**src/rtl/mem_port_arbiter_pkg.sv**
```systemverilog
// -----------------------------------------------------------------------------
// mem_arb_pkg
// Shared types and constants for the unified-memory port arbiter.
//   arb_state_e : arbiter FSM states
//   req_id_e    : requester identity (fetch / data)
//   MODE_*      : access size/sign encoding carried on d_mode / mem_mode
//   LAT_MAX     : largest supported read latency (4-bit latency counter)
// -----------------------------------------------------------------------------
package mem_arb_pkg;

    typedef enum logic [1:0] {
        IDLE    = 2'd0,
        BUSY_IF = 2'd1,
        BUSY_D  = 2'd2
    } arb_state_e;

    typedef enum logic {
        REQ_IF = 1'b0,
        REQ_D  = 1'b1
    } req_id_e;

    localparam logic [2:0] MODE_BYTE   = 3'b000;
    localparam logic [2:0] MODE_HALF   = 3'b001;
    localparam logic [2:0] MODE_WORD   = 3'b010;
    localparam logic [2:0] MODE_BYTE_U = 3'b100;
    localparam logic [2:0] MODE_HALF_U = 3'b101;

    localparam int CNT_W   = 4;
    localparam int LAT_MAX = 15;

endpackage

```
**src/rtl/mem_port_arbiter_pick.sv**
```systemverilog
// -----------------------------------------------------------------------------
// arb_pick
// Combinational winner select between instruction fetch and data access.
// Build option ARB_ROUND_ROBIN_EN: when defined, a last_winner flop (reset to
// REQ_IF) lets the requester that was not granted last win a tie, so a stream
// of data writes cannot starve fetch. When undefined, data always beats fetch
// and the module holds no state (clk/rst ports are then absent).
// Ports:
//   clk, rst : clock / async active-high reset (round-robin build only)
//   arb_en   : a grant may be issued this cycle (arbiter idle, not in reset)
//   if_req   : fetch request
//   d_req    : data request
//   if_win   : fetch is granted this cycle
//   d_win    : data is granted this cycle
// -----------------------------------------------------------------------------
module arb_pick
    import mem_arb_pkg::*;
(
`ifdef ARB_ROUND_ROBIN_EN
    input  logic clk,
    input  logic rst,
`endif
    input  logic arb_en,
    input  logic if_req,
    input  logic d_req,
    output logic if_win,
    output logic d_win
);

`ifdef ARB_ROUND_ROBIN_EN
    req_id_e last_winner;

    always_ff @(posedge clk or posedge rst) begin
        if (rst) begin
            last_winner <= REQ_IF;
        end else if (if_win) begin
            last_winner <= REQ_IF;
        end else if (d_win) begin
            last_winner <= REQ_D;
        end
    end

    always_comb begin
        if_win = 1'b0;
        d_win  = 1'b0;
        if (arb_en) begin
            if (if_req && d_req) begin
                // Tie goes to whoever did not win last time.
                if (last_winner == REQ_IF) begin
                    d_win = 1'b1;
                end else begin
                    if_win = 1'b1;
                end
            end else begin
                if_win = if_req;
                d_win  = d_req;
            end
        end
    end
`else
    // Data belongs to the older instruction, so it wins ties.
    assign d_win  = arb_en & d_req;
    assign if_win = arb_en & if_req & ~d_req;
`endif

endmodule

```
**src/rtl/mem_port_arbiter.sv**
```systemverilog
// -----------------------------------------------------------------------------
// mem_port_arbiter
// Shares one single-ported memory between instruction fetch (IF) and data
// access (MEM). Grants are combinational in the idle state; a read holds the
// port for LAT cycles and returns mem_rdata on the requester's rvalid, a write
// completes in its grant cycle. Also produces the IF/MEM stall requests.
// Build option ARB_ROUND_ROBIN_EN selects round-robin tie-breaking (see
// arb_pick); the default is fixed data-over-fetch priority.
// Parameters: WIDTH (data bits), ADDR_WIDTH (address bits), LAT (1..15).
// Ports:
//   clk, rst                         : clock, async active-high reset
//   if_req/if_addr                   : fetch read request
//   if_gnt/if_rvalid/if_rdata        : fetch grant and read return
//   d_req/d_we/d_mode/d_addr/d_wdata : data request
//   d_gnt/d_rvalid/d_rdata           : data grant and read return
//   mem_req/mem_we/mem_mode/mem_addr/mem_wdata : memory command
//   mem_rdata                        : memory read data, LAT cycles after req
//   stall_f, stall_m                 : stall requests to the hazard unit
// -----------------------------------------------------------------------------
module mem_port_arbiter
    import mem_arb_pkg::*;
#(
    parameter int WIDTH      = 32,
    parameter int ADDR_WIDTH = 32,
    parameter int LAT        = 2
) (
    input  logic                  clk,
    input  logic                  rst,
    input  logic                  if_req,
    input  logic [ADDR_WIDTH-1:0] if_addr,
    output logic                  if_gnt,
    output logic                  if_rvalid,
    output logic [WIDTH-1:0]      if_rdata,
    input  logic                  d_req,
    input  logic                  d_we,
    input  logic [2:0]            d_mode,
    input  logic [ADDR_WIDTH-1:0] d_addr,
    input  logic [WIDTH-1:0]      d_wdata,
    output logic                  d_gnt,
    output logic                  d_rvalid,
    output logic [WIDTH-1:0]      d_rdata,
    output logic                  mem_req,
    output logic                  mem_we,
    output logic [2:0]            mem_mode,
    output logic [ADDR_WIDTH-1:0] mem_addr,
    output logic [WIDTH-1:0]      mem_wdata,
    input  logic [WIDTH-1:0]      mem_rdata,
    output logic                  stall_f,
    output logic                  stall_m
);

    if (LAT < 1 || LAT > LAT_MAX) begin : g_bad_lat
        $error("mem_port_arbiter: LAT=%0d outside 1..%0d", LAT, LAT_MAX);
    end

    localparam logic [CNT_W-1:0] CNT_LOAD = CNT_W'(LAT - 1);

    arb_state_e       state;
    logic [CNT_W-1:0] cnt;
    logic             arb_en;
    logic             if_win;
    logic             d_win;
    logic             if_done;
    logic             d_done;

    assign arb_en  = (state == IDLE) & ~rst;
    assign if_done = (state == BUSY_IF) && (cnt == '0);
    assign d_done  = (state == BUSY_D) && (cnt == '0);

    arb_pick u_pick (
`ifdef ARB_ROUND_ROBIN_EN
        .clk    (clk),
        .rst    (rst),
`endif
        .arb_en (arb_en),
        .if_req (if_req),
        .d_req  (d_req),
        .if_win (if_win),
        .d_win  (d_win)
    );

    // Sequencer: reads park the port for LAT cycles, writes never leave IDLE.
    always_ff @(posedge clk or posedge rst) begin
        if (rst) begin
            state <= IDLE;
            cnt   <= '0;
        end else begin
            case (state)
                IDLE: begin
                    if (if_win) begin
                        state <= BUSY_IF;
                        cnt   <= CNT_LOAD;
                    end else if (d_win && !d_we) begin
                        state <= BUSY_D;
                        cnt   <= CNT_LOAD;
                    end
                end
                BUSY_IF, BUSY_D: begin
                    if (cnt == '0) begin
                        state <= IDLE;
                    end else begin
                        cnt <= cnt - 1'b1;
                    end
                end
                default: begin
                    state <= IDLE;
                    cnt   <= '0;
                end
            endcase
        end
    end

    // Outputs are forced to zero for as long as rst is high, not just after
    // the next edge, so the hazard unit never sees a stale grant or stall.
    always_comb begin
        if_gnt    = 1'b0;
        d_gnt     = 1'b0;
        if_rvalid = 1'b0;
        d_rvalid  = 1'b0;
        if_rdata  = '0;
        d_rdata   = '0;
        mem_req   = 1'b0;
        mem_we    = 1'b0;
        mem_mode  = 3'b000;
        mem_addr  = '0;
        mem_wdata = '0;
        stall_f   = 1'b0;
        stall_m   = 1'b0;
        if (!rst) begin
            if_gnt    = if_win;
            d_gnt     = d_win;
            if_rvalid = if_done;
            d_rvalid  = d_done;
            if_rdata  = if_done ? mem_rdata : '0;
            d_rdata   = d_done ? mem_rdata : '0;
            if (d_win) begin
                mem_req   = 1'b1;
                mem_we    = d_we;
                mem_mode  = d_mode;
                mem_addr  = d_addr;
                mem_wdata = d_wdata;
            end else if (if_win) begin
                mem_req   = 1'b1;
                mem_mode  = MODE_WORD;
                mem_addr  = if_addr;
            end
            stall_f = if_req & ~if_done;
            // A data read keeps MEM stalled from its grant until its data returns.
            stall_m = (d_req & ~d_win) | (d_win & ~d_we) |
                      ((state == BUSY_D) & ~d_done);
        end
    end

endmodule

```
**config.mk**
```make
export PLATFORM = sky130hd
export DESIGN_NAME = mem_port_arbiter
export DESIGN_NICKNAME = d
export VERILOG_FILES = /design/src/rtl/mem_port_arbiter_pkg.sv /design/src/rtl/mem_port_arbiter_pick.sv /design/src/rtl/mem_port_arbiter.sv
export SDC_FILE = /design/constraint.sdc
export NUM_CORES = 1
export LEC_CHECK = 0
export ABC_AREA = 1
export CAP_MARGIN = 20
export CORE_AREA = 4 4 104 106
export DETAILED_ROUTE_END_ITERATION = 16
export DIE_AREA = 0 0 108 110
export SYNTH_ARGS = -nofsm -noshare
export SYNTH_HDL_FRONTEND = slang
export SYNTH_SLANG_ARGS = --single-unit
export TNS_END_PERCENT = 100
```
**constraint.sdc**
```tcl
create_clock -name clk -period 2.2 [get_ports clk]
set_clock_uncertainty 0.2 [all_clocks]
set_input_delay 0.44 -clock clk [delete_from_list [all_inputs] [get_ports clk]]
set_output_delay 0.44 -clock clk [all_outputs]
set_load 0.03 [all_outputs]
```
**Word level (Yosys, flattened, before mapping)**

Index checks and enable logic that the tools add are counted.

- Register bits: 6
- Bits in latches: 0
- RAM bits: 0
- Memory bits (read-only): 0
- Bits of input ports: 136
- Output and inout bits: 139
- Word-level logic and storage cells: 64
- Memories: 0

- Add/subtract/negate cells: 1
- $mul: 0
- Divide/modulo/power cells: 0
- $lt $le $gt $ge: 0
- Equal/unequal tests: 5
- Shifts and indexed selects: 0
- Mux-type cells: 31
- Bitwise operators: 16
- Reduce and logical (&&, ||, !) cells: 9

Operators with widths:

| kind | number |
|---|---|
| 32-bit two-way mux | 9 |
| 4-bit two-way mux | 3 |
| 1-bit two-way mux | 11 |
| 1-bit AND | 8 |
| 2-bit two-way mux | 4 |
| 4-bit case mux with 2 select lines | 1 |
| 3-bit two-way mux | 2 |
| 1-bit NOT | 6 |
| 4-bit logical NOT | 1 |
| 2-bit inequality test (second input constant) | 2 |
| 2-bit case mux with 2 select lines | 1 |
| 2-bit AND reduction | 2 |
| 4-bit by 1-bit subtractor with 4-bit output (second input constant) | 1 |
| 1-bit logical AND | 3 |
| 3-bit by 2-bit inequality test with 1-bit output (second input constant) | 1 |
| 2-bit by 1-bit == test with 1-bit output (second input constant) | 1 |
| 2-bit == test (second input constant) | 1 |
| 2-bit logical NOT | 1 |
| 1-bit bitwise OR | 2 |
| 2-bit OR reduction | 1 |
| 1-bit logical NOT | 1 |

**Logic depth before layout (Yosys ltp)**

- Depth in word-level cells: 8
- Depth in mapped cells: 9
- Gate-level depth less buffers: 9

**By module**

A second synthesis with hierarchy kept.

- Cells, all modules: 337
- Area total of the unflattened synthesis: 1710.4 um2

Modules (own cells, without submodules):

| module | times used | cells an instance | area an instance (um2) | seq. area each (um2) |
|---|---|---|---|---|
| mem_port_arbiter | 1 | 333 | 1692.9 | 150.1 |
| arb_pick | 1 | 4 | 17.5 | 0.0 |

**Worst setup path before layout**

No wires, ideal clock.

- Path type: input to output
- From: input rst
- To: output d_rdata[10]
- Data arrival time: 1.721 ns
- Required time: 1.560 ns
- Setup slack: -0.161 ns
- Stages: 6
- Path buffers: 1
- Cells stage by stage: inv_2 nand2_1 nor2_2 inv_2 buf_6 nor2_1

- Longest elaborated chain between the ends: 1

RTL lines:

| element | RTL line | text |
|---|---|---|
| start: declaration | mem_port_arbiter.sv:28 | `input logic rst,` |
| 32-bit two-way mux | mem_port_arbiter.sv:129 | `if (!rst) begin` |
| end: declaration | mem_port_arbiter.sv:41 | `output logic [WIDTH-1:0] d_rdata,` |

Every way passes these cells.

**Final worst setup path**

- From: register state[1]
- To: output mem_addr[28]

- Longest elaborated chain between the ends: 7
- Elaborated cells between the ends (all ways): 8
- Those cells by class: mux (3); bitwise (4); reduce/logical (1)

RTL lines:

| element | RTL line | text |
|---|---|---|
| start: declaration | mem_port_arbiter.sv:58 | `arb_state_e state;` |
| start signal: assignment | mem_port_arbiter.sv:85 | `state <= IDLE;` |
| start signal: assignment | mem_port_arbiter.sv:91 | `state <= BUSY_IF;` |
| start signal: assignment | mem_port_arbiter.sv:94 | `state <= BUSY_D;` |
| 2-bit logical NOT * | mem_port_arbiter.sv:66 | `assign arb_en = (state == IDLE) & ~rst;` |
| 1-bit AND * | mem_port_arbiter.sv:66 |  |
| 1-bit AND (2 in a row) | mem_port_arbiter_pick.sv:63 | `assign if_win = arb_en & if_req & ~d_req;` |
| 32-bit two-way mux | mem_port_arbiter.sv:142 | `end else if (if_win) begin` |
| 32-bit two-way mux * | mem_port_arbiter.sv:136 | `if (d_win) begin` |
| 32-bit two-way mux * | mem_port_arbiter.sv:129 |  |
| end: declaration | mem_port_arbiter.sv:45 | `output logic [ADDR_WIDTH-1:0] mem_addr,` |

Every way passes the cells marked *; elsewhere a longest branch is shown, timed or not.

==> reports/results.tsv <==
stage	metric	value	unit
run_status	status	finished with violations	
run_status	violations	setup timing	
worst_setup_path	r2r_cells	11	
cts	clk_path_buf_depth	2	
cts	cts_tree	done	
final_layout	syn2layout_area_growth	283	%
yosys	synth_area_per_cell	5.42	sq um
route	num_vias	3109	
die	die_h	110	microns
place	portBuffers	274	
yosys	ys_seq_area_frac	0.0945	
route	drtPass1Iterations	4	
route	wl	12800	microns
cts	htreeDepth	1	
pwr	fin_total_pwr	3.35	mW
final_layout	layout_common_cells	132 x clkdlybuf4s50_1, 101 x buf_6, 70 x inv_1, 56 x buf_4, 54 x nor2_4	
global_routing	grt_pass1_vias	3090	
final_layout	drive_gt1_frac	0.551	
cts	cts_sinks	6	
sta	slew_headroom	0.796	
worst_setup_path	r2r_end	cnt[3]	
worst_setup_path	crit_arrival	1.73	ns
worst_setup_path	cp_max_fo	7	
global_routing	antenna_found_initial	0	
worst_setup_path	setup.worst_path.class	reg -> out	
global_routing	grt_usage	0.181	
die	dieWidth	108	microns
yosys	yosysWarningCount	0	
route	vias_per_cell	4.16	
global_routing	grt_max_degree	21	
sta	setup_viol	118	
die	die-area	0.0119	sq mm
die	io_pins	275	
final_layout	nFillCells	792	
sta	period_share	1.08	
cts	clkTransAtPathRegs	0.04	ns
place	dp_cells	712	
yosys	syn-cell-area	0.00159	sq mm
place	hpwl	9490	microns
global_routing	grt_pass1_wl	16600	microns
worst_setup_path	critPathCaptureType	primary output	
job	maxCapViolations	0	
route	ant_nets	0	
sta	drv_slew	0	
cts	cts_root_buf	clkbuf_8	
worst_setup_path	crit_path_start_kind	flip-flop	
die	start_util	0.163	
die	core_area	0.00977	sq mm
sta	setup_ws	-0.172	ns
route	post-route-drc-count	0	
sta	worstMarginPinSlew	0.305	ns
final_layout	final_nets	755	
final_layout	postLayoutCellArea	0.00608	sq mm
pwr	power.leakage	2.91	nW
sta	fin_crit	2.37	ns
yosys	syn-num-nets	434	
min_path	min_from	cnt[2]	
final_layout	fin_cells	747	
yosys	synth_cells	293	
sta	hold_viol_final	0	
cts	cts_hold_repair.buffers	0	
global_routing	grt-ovfl-total	0	
worst_setup_path	required	1.56	ns
pwr	power.density	551	mW/mm^2
place	place_worst_setup_slack	-0.281	ns
sta	rsz0062_at_grt	true	
cts	cts_buffers	3	
min_path	hold_class	reg -> reg	
worst_setup_path	worst_r2r_startpoint	state[1]	
final_layout	layout_commonest_cell	clkdlybuf4s50_1	
route	wl_per_cell	17.1	microns
yosys	ys_ff_latch	6	
place	placed_area	0.00460	sq mm
pwr	ir_drop	0.000251	V
place	finalWeightedCongestion	0.799	
sta	fmax	422	MHz
route	drt-initial-drc-count	106	
worst_setup_path	r2r_slack	0.31	ns
die	num_rows	36	
worst_setup_path	critical_path.startpoint	state[1]	
yosys	synth.distinct_cells	22	
worst_setup_path	crit_path_end	mem_addr[28]	
cts	clk_latency	0.23	ns
## routing by layer
layer  up-vias  GRT usage  part of all wire
li1       1516          -                 -
met1      1429      0.190              0.34
met2       147      0.360              0.56
met3        17     0.0408             0.075
met4         0     0.0460             0.018
met5         -          0                 0
## cell type report
cell class / count / area, sq um / area share
Timing Repair Buffer: 331 / 3720 / 0.611
Sequential cell: 6 / 150 / 0.0247
Antenna cell: 2 / 5.00 / 0.000823
Inverter: 84 / 343 / 0.0564
Tap cell: 133 / 166 / 0.0274
Clock buffer: 3 / 41.3 / 0.00679
Multi-Input combinational cell: 188 / 1660 / 0.273
## cells in the mapped netlist
| master | instances | area share |
|---|---|---|
| nor2_1 | 105 | 0.25 |
| inv_1 | 80 | 0.19 |
| a22o_1 | 32 | 0.18 |
| nand2_1 | 25 | 0.059 |
| buf_6 | 8 | 0.057 |
| nand3_1 | 7 | 0.022 |
| dfrtp_1 | 6 | 0.094 |
| ha_1 | 5 | 0.039 |
| buf_2 | 4 | 0.013 |
| a21oi_1 | 3 | 0.0094 |
| buf_4 | 3 | 0.014 |
| inv_2 | 3 | 0.0071 |
| nand2_2 | 2 | 0.0079 |
| nand2_4 | 2 | 0.014 |
| clkinv_2 | 1 | 0.0031 |
| nand3_2 | 1 | 0.0063 |
| nand3_4 | 1 | 0.011 |
| nor2_2 | 1 | 0.0039 |
| nor2_8 | 1 | 0.013 |
| o21ai_0 | 1 | 0.0031 |
| o22ai_1 | 1 | 0.0039 |
| xnor2_1 | 1 | 0.0055 |
## registers in the layout, indices dropped and copies added (netlist names)
signal,count
state,2
cnt,4
## through the flow
| stage | setup TNS, ns | hold WS (ns) | util |
|---|---|---|---|
| 3_3_place_gp | -23.51 | 0.281 | 0.471 |
| 3_5_place_dp | -25.33 | 0.291 | 0.471 |
| 2_1_floorplan | -0.0170 | 0.0400 | - |
| 5_1_grt | -21.77 | 0.393 | 0.621 |
| 4_1_cts | -15.35 | 0.320 | 0.578 |
| 6_report | -12.34 | 0.364 | 0.622 |
## critical path, cell delays in order, from the launching register on
cell     delay, ns
dfrtp_1       0.38
inv_2         0.09
ha_4          0.14
buf_4         0.11
inv_4         0.03
nor2_4        0.09
nand3_4       0.10
inv_8         0.11
buf_6         0.13
a22o_1        0.17
buf_12        0.13
## timing repair
| item | CTS | global route |
|---|---|---|
| pin swaps | 26 | 16 |
| resized for setup | 179 | 113 |
| setup buffers | 20 | 5 |
| endpoints found under the setup margin | 137 | 136 |
| cloned | 7 | 4 |
## worst min-delay path by stage
stage / endpoint / depth (start not counted) / slack, ns
after floorplan: cnt[0] / 1 / 0.04
after global placement: cnt[1] / 2 / 0.28
after detailed placement: cnt[1] / 2 / 0.29
after CTS: cnt[1] / 2 / 0.32
after global routing: cnt[3] / 2 / 0.39
final: cnt[2] / 2 / 0.36
## logic make-up (layout without fill, tap and decap cells)
group,count (synthesis),after routing,share of synthesized area
AND/OR/NAND/NOR,145,145,0.385
buffers and inverters,99,418,0.283
AO/OA/AOI/OAI,37,37,0.193
flip-flops,6,6,0.0945
adder cells (fa/ha/maj),5,5,0.0394
XOR/XNOR,1,1,0.00551
other,0,2,0
## where the power goes
part	internal, mW	total [mW]	switching, mW
logic	1.47	2.99	1.52
clock network	0.118	0.170	0.0520
registers	0.154	0.188	0.0342
Note: power is estimated with default switching activity, not from simulation.
